`config.mk`:
```
export PLATFORM = sky130hd
export DESIGN_NAME = sl_transmitter
export DESIGN_NICKNAME = d
export VERILOG_FILES = /design/src/rtl/sl_transmitter.sv
export SDC_FILE = /design/constraint.sdc
export NUM_CORES = 1
export LEC_CHECK = 0
export ABC_AREA = 1
export CORE_AREA = 3 3 89 108
export CTS_CLUSTER_DIAMETER = 80
export DETAILED_ROUTE_END_ITERATION = 8
export DIE_AREA = 0 0 92 111
export PLACE_DENSITY = 0.77
export SYNTH_ARGS = -nofsm -noshare
export SYNTH_HDL_FRONTEND = slang
export SYNTH_SLANG_ARGS = --single-unit
```
`constraint.sdc`:
```
create_clock -name clk -period 1.95 [get_ports clk]
set_input_delay 0.39 -clock clk [delete_from_list [all_inputs] [get_ports clk]]
set_output_delay 0.39 -clock clk [all_outputs]
set_load 0.005 [all_outputs]
```
`src/rtl/sl_transmitter.sv`:
```
`default_nettype none
// ============================================================================
// Module   : sl_transmitter
// Brief    : Two-wire SL line transmitter. Serialises 1..32 data bits (LSB
//            first) plus an odd-parity bit onto sl0/sl1, then sends an
//            end-of-word marker (both lines low together).
//            Optional feature macro: SL_TX_ERR_INJECT_EN adds inj_par_err,
//            which inverts the transmitted parity bit of the accepted word.
// Revision : 1.0 - initial release
// ============================================================================
module sl_transmitter #(
  parameter int PULSE_CYC = 4,   // clocks a line is held low per pulse (>=1)
  parameter int GAP_CYC   = 4    // clocks both lines are high after a pulse (>=1)
) (
  input  logic        clk,
  input  logic        rst_n,
  input  logic        tx_valid,
  output logic        tx_ready,
  input  logic [31:0] tx_data,
  input  logic [5:0]  tx_len,
`ifdef SL_TX_ERR_INJECT_EN
  input  logic        inj_par_err,
`endif
  output logic        busy,
  output logic        done,
  output logic        len_err,
  output logic        sl0,
  output logic        sl1
);

  localparam int c_TMR_MAX = (PULSE_CYC > GAP_CYC) ? PULSE_CYC : GAP_CYC;
  localparam int c_TMR_W   = (c_TMR_MAX > 1) ? $clog2(c_TMR_MAX) : 1;
  localparam logic [c_TMR_W-1:0] c_PULSE_LAST = c_TMR_W'(PULSE_CYC - 1);
  localparam logic [c_TMR_W-1:0] c_GAP_LAST   = c_TMR_W'(GAP_CYC - 1);
  localparam logic [c_TMR_W-1:0] c_TMR_ONE    = c_TMR_W'(1);

  typedef enum logic [2:0] {
    S_IDLE      = 3'd0,
    S_BIT_LOW   = 3'd1,
    S_BIT_HIGH  = 3'd2,
    S_STOP_LOW  = 3'd3,
    S_STOP_HIGH = 3'd4
  } state_t;

  state_t             r_state;
  logic [c_TMR_W-1:0] r_tmr;
  logic [5:0]         r_bit_cnt;
  logic [5:0]         r_len;
  logic [30:0]        r_shift;   // data bits still to send; [0] is the next one
  logic               r_par;

  logic        w_len_ok;
  logic [31:0] w_mask;
  logic        w_par;
  logic [5:0]  w_next_cnt;
  logic        w_next_bit;

  // Request qualification and parity of the word being offered
  always_comb begin
    w_len_ok = (tx_len != 6'd0) && (tx_len <= 6'd32);
    w_mask   = (tx_len >= 6'd32) ? 32'hFFFF_FFFF
                                 : ((32'd1 << tx_len[4:0]) - 32'd1);
`ifdef SL_TX_ERR_INJECT_EN
    w_par    = (~^(tx_data & w_mask)) ^ inj_par_err;
`else
    w_par    = ~^(tx_data & w_mask);
`endif
    // The bit sent when the counter reaches the latched length is parity
    w_next_cnt = r_bit_cnt + 6'd1;
    w_next_bit = (w_next_cnt == r_len) ? r_par : r_shift[0];
  end

  // Word sequencer; line levels are registered alongside the state so that
  // both lines change on the same edge as the state they belong to
  always_ff @(posedge clk or negedge rst_n) begin
    if (!rst_n) begin
      r_state   <= S_IDLE;
      r_tmr     <= '0;
      r_bit_cnt <= '0;
      r_len     <= '0;
      r_shift   <= '0;
      r_par     <= 1'b0;
      done      <= 1'b0;
      len_err   <= 1'b0;
      sl0       <= 1'b1;
      sl1       <= 1'b1;
    end else begin
      done    <= 1'b0;
      len_err <= 1'b0;
      case (r_state)
        S_IDLE: begin
          if (tx_valid) begin
            if (w_len_ok) begin
              r_state   <= S_BIT_LOW;
              r_tmr     <= '0;
              r_bit_cnt <= '0;
              r_len     <= tx_len;
              r_shift   <= tx_data[31:1];
              r_par     <= w_par;
              // Bit 0 goes out straight away: 0 pulls sl0, 1 pulls sl1
              sl0       <= tx_data[0];
              sl1       <= ~tx_data[0];
            end else begin
              len_err <= 1'b1;
            end
          end
        end
        S_BIT_LOW: begin
          if (r_tmr == c_PULSE_LAST) begin
            r_state <= S_BIT_HIGH;
            r_tmr   <= '0;
            sl0     <= 1'b1;
            sl1     <= 1'b1;
          end else begin
            r_tmr <= r_tmr + c_TMR_ONE;
          end
        end
        S_BIT_HIGH: begin
          if (r_tmr == c_GAP_LAST) begin
            r_tmr <= '0;
            if (r_bit_cnt == r_len) begin
              // Parity was the last bit; both lines fall together
              r_state <= S_STOP_LOW;
              sl0     <= 1'b0;
              sl1     <= 1'b0;
            end else begin
              r_state   <= S_BIT_LOW;
              r_bit_cnt <= w_next_cnt;
              r_shift   <= r_shift >> 1;
              sl0       <= w_next_bit;
              sl1       <= ~w_next_bit;
            end
          end else begin
            r_tmr <= r_tmr + c_TMR_ONE;
          end
        end
        S_STOP_LOW: begin
          if (r_tmr == c_PULSE_LAST) begin
            r_state <= S_STOP_HIGH;
            r_tmr   <= '0;
            sl0     <= 1'b1;
            sl1     <= 1'b1;
          end else begin
            r_tmr <= r_tmr + c_TMR_ONE;
          end
        end
        S_STOP_HIGH: begin
          if (r_tmr == c_GAP_LAST) begin
            r_state   <= S_IDLE;
            r_tmr     <= '0;
            r_bit_cnt <= '0;
            done      <= 1'b1;
          end else begin
            r_tmr <= r_tmr + c_TMR_ONE;
          end
        end
        default: begin
          r_state <= S_IDLE;
          r_tmr   <= '0;
          sl0     <= 1'b1;
          sl1     <= 1'b1;
        end
      endcase
    end
  end

  assign tx_ready = (r_state == S_IDLE);
  assign busy     = ~tx_ready;

endmodule
`default_nettype wire
```
### Word-level counts from Yosys, hierarchy flattened

Index checks and enable logic that the tools add are counted.

| word-level totals | value |
|---|---|
| flip-flop bits (word level) | 53 |
| bits of input ports | 41 |
| output and inout bits | 6 |
| word-level logic and storage cells | 91 |

| operators by class | value |
|---|---|
| add/subtract/negate cells | 3 |
| magnitude comparators | 2 |
| eq/ne operators | 15 |
| shift operators | 1 |
| multiplexer cells | 41 |
| bitwise operators | 5 |
| reductions and logical operators | 14 |

Operators with widths:

| cell | number |
|---|---|
| 31-bit 2-to-1 mux | 4 |
| 31-bit case mux with 2 select lines | 1 |
| 32-bit AND | 1 |
| 32-bit 2-to-1 mux | 1 |
| 32-bit XNOR reduction | 1 |
| 1-bit by 5-bit << shifter with 32-bit output, first input constant | 1 |
| 32-bit by 1-bit subtractor with 32-bit output, second input constant | 1 |
| 6-bit 2-to-1 mux | 5 |
| 3-bit 2-to-1 mux | 6 |
| 6-bit case mux with 3 select lines | 1 |
| 1-bit 2-to-1 mux | 15 |
| 3-bit case mux with 5 select lines | 1 |
| 6-bit equality test | 2 |
| 2-bit != test, second input constant | 6 |
| 6-bit AND reduction | 2 |
| 5-bit AND reduction | 2 |
| 2-bit 2-to-1 mux | 4 |
| 1-bit case mux with 4 select lines | 2 |
| 6-bit by 1-bit adder with 6-bit output, second input constant | 1 |
| 3-bit by 2-bit equality test with 1-bit output, second input constant | 2 |
| 6-bit >= comparator, second input constant | 1 |
| 6-bit <= comparator, second input constant | 1 |
| 6-bit nonzero test | 1 |
| 2-bit by 1-bit != test with 1-bit output, second input constant | 2 |
| 14 further kinds | 17 |

### Longest topological paths before layout

| depth | value |
|---|---|
| depth in word-level cells | 7 |
| mapped depth | 24 |
| gate-level depth less buffers | 23 |

### Worst setup path before layout

OpenSTA, ideal clock, no wires.

| timing path | value |
|---|---|
| kind | input-to-reg |
| start | input tx_len[2] |
| end | register r_par |
| library setup time | 117 ps |
| arrival time | 2475 ps |
| required time | 1833 ps |
| setup slack | -643 ps |
| cell stages on the path | 24 |
| path buffers | 2 |
| path through | buf_2 > inv_2 > buf_2 > nand4_1 > ha_1 > nand3_1 > inv_2 > nand2_2 > nor2_2 > nand2_1 > nand2_1 > nand3_2 > nand2_1 > nand2_1 > nand2_1 > nand2_1 > nand2_1 > nand2_1 > inv_1 > nor2_2 > nand2_1 > nand3_1 > nand3_1 > nand2_1 |

| on the way | value |
|---|---|
| longest elaborated chain between the ends | 5 |
| elaborated cells on any way between the ends | 10 |
| those cells by class | 1 x add/sub; 2 x order compare; 1 x shift; 1 x mux; 1 x bitwise; 4 x reduce/logical |

Ends and longest elaborated chain:

| element | RTL line | RTL |
|---|---|---|
| start, declared | 20 | `input logic [5:0] tx_len,` |
| 1-bit by 5-bit << shifter with 32-bit output | 62 | `: ((32'd1 << tx_len[4:0]) - 32'd1);` |
| 32-bit by 1-bit subtractor with 32-bit output | 62 |  |
| 32-bit 2-to-1 mux | 61 | `w_mask = (tx_len >= 6'd32) ? 32'hFFFF_FFFF` |
| 32-bit AND | 66 | `w_par = ~^(tx_data & w_mask);` |
| 32-bit XNOR reduction | 66 |  |
| end signal, assigned | 99 | `r_par <= w_par;` |
| end, declared | 50 | `logic r_par;` |

Parallel ways exist; a longest one is shown, timed or not.
A chain may end at the register's enable or synchronous reset.

### Worst setup path in the final report

| timing path | value |
|---|---|
| start | input tx_len[0] |
| end | register r_par |

Same word-level chain as after synthesis.

==> impl_metrics.json <==
{
  "rows": 37,
  "cts_tree": "yes",
  "status": "finished, violations left",
  "synth_ff_type": "dfrtp_1",
  "antenna_found_initial": 0,
  "vias": 5607,
  "ant_nets": 0,
  "total_power_w": 0.00690,
  "overflow": 0,
  "grt_max_degree": 68,
  "cts_hold_buf": 0,
  "num_antenna_cells": 0,
  "synth_nets": 788,
  "routedWlPerCell_um": 15.4,
  "final.min_clock_period_ps": 2470,
  "clock_latency_ps": 320,
  "ir_worst_vdd_mv": 0.519,
  "drtIter0Drc": 358,
  "tightest_slew_ps": 353,
  "timing.slew.headroom_pct": 76.5,
  "grt_first_pass_wirelength_mm": 23.7,
  "first_pass_iters": 4,
  "post-route-drc-count": 0,
  "drive_above_1_share_pct": 32.0,
  "p_per_area_nw_per_um2": 1030,
  "worstSetupStartpointType": "input port",
  "synth_edf_count": 0,
  "worstPathMaxFanout": 6,
  "ios": 47,
  "crit_path_max_incr_delay_ps": 300,
  "grt_use_total_pct": 28.3,
  "syn_inst": 744,
  "cp.required_ps": 2170,
  "cap_viol_max_count": 0,
  "whs_ps": 41.5,
  "die_w_um": 92,
  "path_clk_slew_ps": 100,
  "crit_chain": "buf_12 > buf_6 > nor2_4 > nand4_1 > nand3_4 > inv_8 > nand2_8 > buf_6 > nand2_1 > nand3_2 > nand2_1 > nand2_1 > nand2_2 > buf_4 > nand3_1 > nand2_2 > inv_1 > nand2_1 > nand2_2 > nand3_2 > nand3_2 > nand2_1",
  "io_buffer_count": 46,
  "layout_setup_ws_ps": -518,
  "first_global_vias": 5275,
  "cts_buffer_depth": 2,
  "avgSynthCellArea_sq_um": 6.12,
  "synth_cell_types": 35,
  "die-area_sq_um": 10200,
  "syn_area_sq_um": 4550,
  "synth_seq_cells": 53,
  "synth_common_cells": "nand2_1, inv_1, nand3_1",
  "finalSetupViolCount": 36,
  "critPathSlowestCell": "nand4_1",
  "synth_top_area_cell": "dfrtp_1",
  "nNetsFinal": 931,
  "maxSlewViolCount": 0,
  "hold_path.class": "in2async",
  "async_flop_share_pct": 100,
  "cp_top_family": "simple AND/OR/NAND/NOR gates",
  "die_h_um": 111,
  "initial_utilization_pct": 52.9,
  "numCtsBuffers": 5,
  "critPathKind": "in2reg",
  "ys_warn_count": 0,
  "fin_skew_ps": 3.38,
  "syn_to_final_growth_pct": 47.5,
  "violations": "setup timing",
  "cts_root_buf": "clkbuf_8",
  "rsz0062_at_grt": "yes",
  "max_freq_ghz": 0.405,
  "critPathBufInv": 6,
  "htree_levels": 2,
  "place_congestion": 0.908,
  "crit_path_end_kind": "flop",
  "cts.sinks": 53,
  "yosys.cell_count.top_type": "nand2_1",
  "post_drt_via_cell_ratio": 5.58,
  "synth_top_area_share_pct": 28.0,
  "fin_util_pct": 78.0,
  "fin_crit_sh_pct": 127,
  "ys_seq_area_share_pct": 29.2,
  "hold_violations": 0,
  "crit_top_cell": "nand2_1",
  "core_area_sq_um": 8610,
  "drt_wl_total_mm": 15.5,
  "p_leak_nw": 3.51,
  "synth.area.top_cells": "dfrtp_1, nand2_1, inv_1, nand3_1, o21ai_0",
  "cp_data_arrival_time_ps": 2690,
  "dp_hpwl_mm": 10.7
}
-- layout make-up --
cell class	instances	area [sq um]
Clock buffer	6	72.6
Inverter	102	405
Clock inverter	2	15.0
Tap cell	117	146
Sequential cell	53	1330
Multi-Input combinational cell	560	3230
Fill cell	653	1900
Timing Repair Buffer	165	1520
-- stage by stage --
step           worst slack [ps]  instances  cell area [sq um]  setup TNS (ps)
3_5_place_dp              -1240        969               5800          -46170
5_1_grt                    -695       1005               6720           -6980
6_report                   -518       1005               6720           -2950
3_3_place_gp              -1110        969               5800          -45530
4_1_cts                    -341        992               6170           -1180
2_1_floorplan              -432        744               4660           -3380
-- layout by cell type, fill, tap and decap left out, types with 3 or more instances in the layout --
cell | synthesis | final
dfrtp_1 | 51 | 49
buf_12 | 0 | 7
clkdlybuf4s50_1 | 0 | 38
nand4_1 | 29 | 29
o21ai_1 | 1 | 37
nor2_2 | 10 | 20
o21ai_0 | 51 | 13
a21boi_1 | 1 | 4
nand2_2 | 3 | 44
nand2_1 | 255 | 207
nor2_4 | 2 | 16
nand2_4 | 0 | 6
inv_1 | 95 | 84
o21bai_1 | 3 | 3
a21oi_1 | 10 | 8
o211ai_1 | 30 | 30
nand3_1 | 70 | 42
xor2_2 | 0 | 3
nand3_2 | 4 | 30
nor2_1 | 58 | 34
clkbuf_8 | 0 | 5
buf_4 | 3 | 101
inv_2 | 7 | 13
nand3b_1 | 3 | 3
xor2_1 | 11 | 8
buf_6 | 1 | 11
-- report_power, final --
group          leakage, nW  total (W)  switching, W  internal, W
clock               0.0374   0.000643      0.000389     0.000254
combinational         2.81    0.00442       0.00248      0.00195
sequential           0.660    0.00183      0.000222      0.00161
total                 3.51    0.00690       0.00309      0.00381
-- cells by family after synthesis --
family | count (synthesis) | share of synthesized area, %
AND/OR/NAND/NOR | 435 | 41.3
buffers and inverters | 131 | 11.5
AO/OA/AOI/OAI | 110 | 14.9
flip-flops | 53 | 29.2
XOR/XNOR | 12 | 2.31
adder cells (fa/ha/maj) | 3 | 0.824
-- registers in the layout, indices dropped and copies added, names as in the netlist --
register and flops:
done 1, len_err 1, r_bit_cnt 6, r_len 6
r_par 1, r_shift 31, r_state 3, r_tmr 2
sl0 1, sl1 1
-- timing repair --
item	in CTS	in global routing
pin swaps	34	76
buffers inserted	13	13
gates cloned	2	1
setup endpoints to repair	53	47
gates resized for setup	71	163
-- layer usage --
layer / up-vias / track usage (%) / share of wire [%] / wire length, um
li1: 2709 / - / - / -
met1: 2633 / 33.0 / 38 / 5820
met2: 197 / 51.3 / 53 / 8170
met3: 68 / 1.97 / 4.5 / 696
met4: 0 / 14.4 / 5.1 / 792
met5: - / 0 / 0 / 0
-- worst paths after layout --
check,from,cells after the start,slack (ps),end
max,tx_len[0],22,-520,r_par
min,rst_n,2,40,r_bit_cnt[3]
max reg2reg,r_bit_cnt[0],9,-70,r_shift[24]
min reg2reg,sl1,2,490,sl1
max in group asynchronous,rst_n,2,1600,sl1
min in group clk,sl1,2,490,sl1
Note: power is estimated with default switching activity, not from simulation.
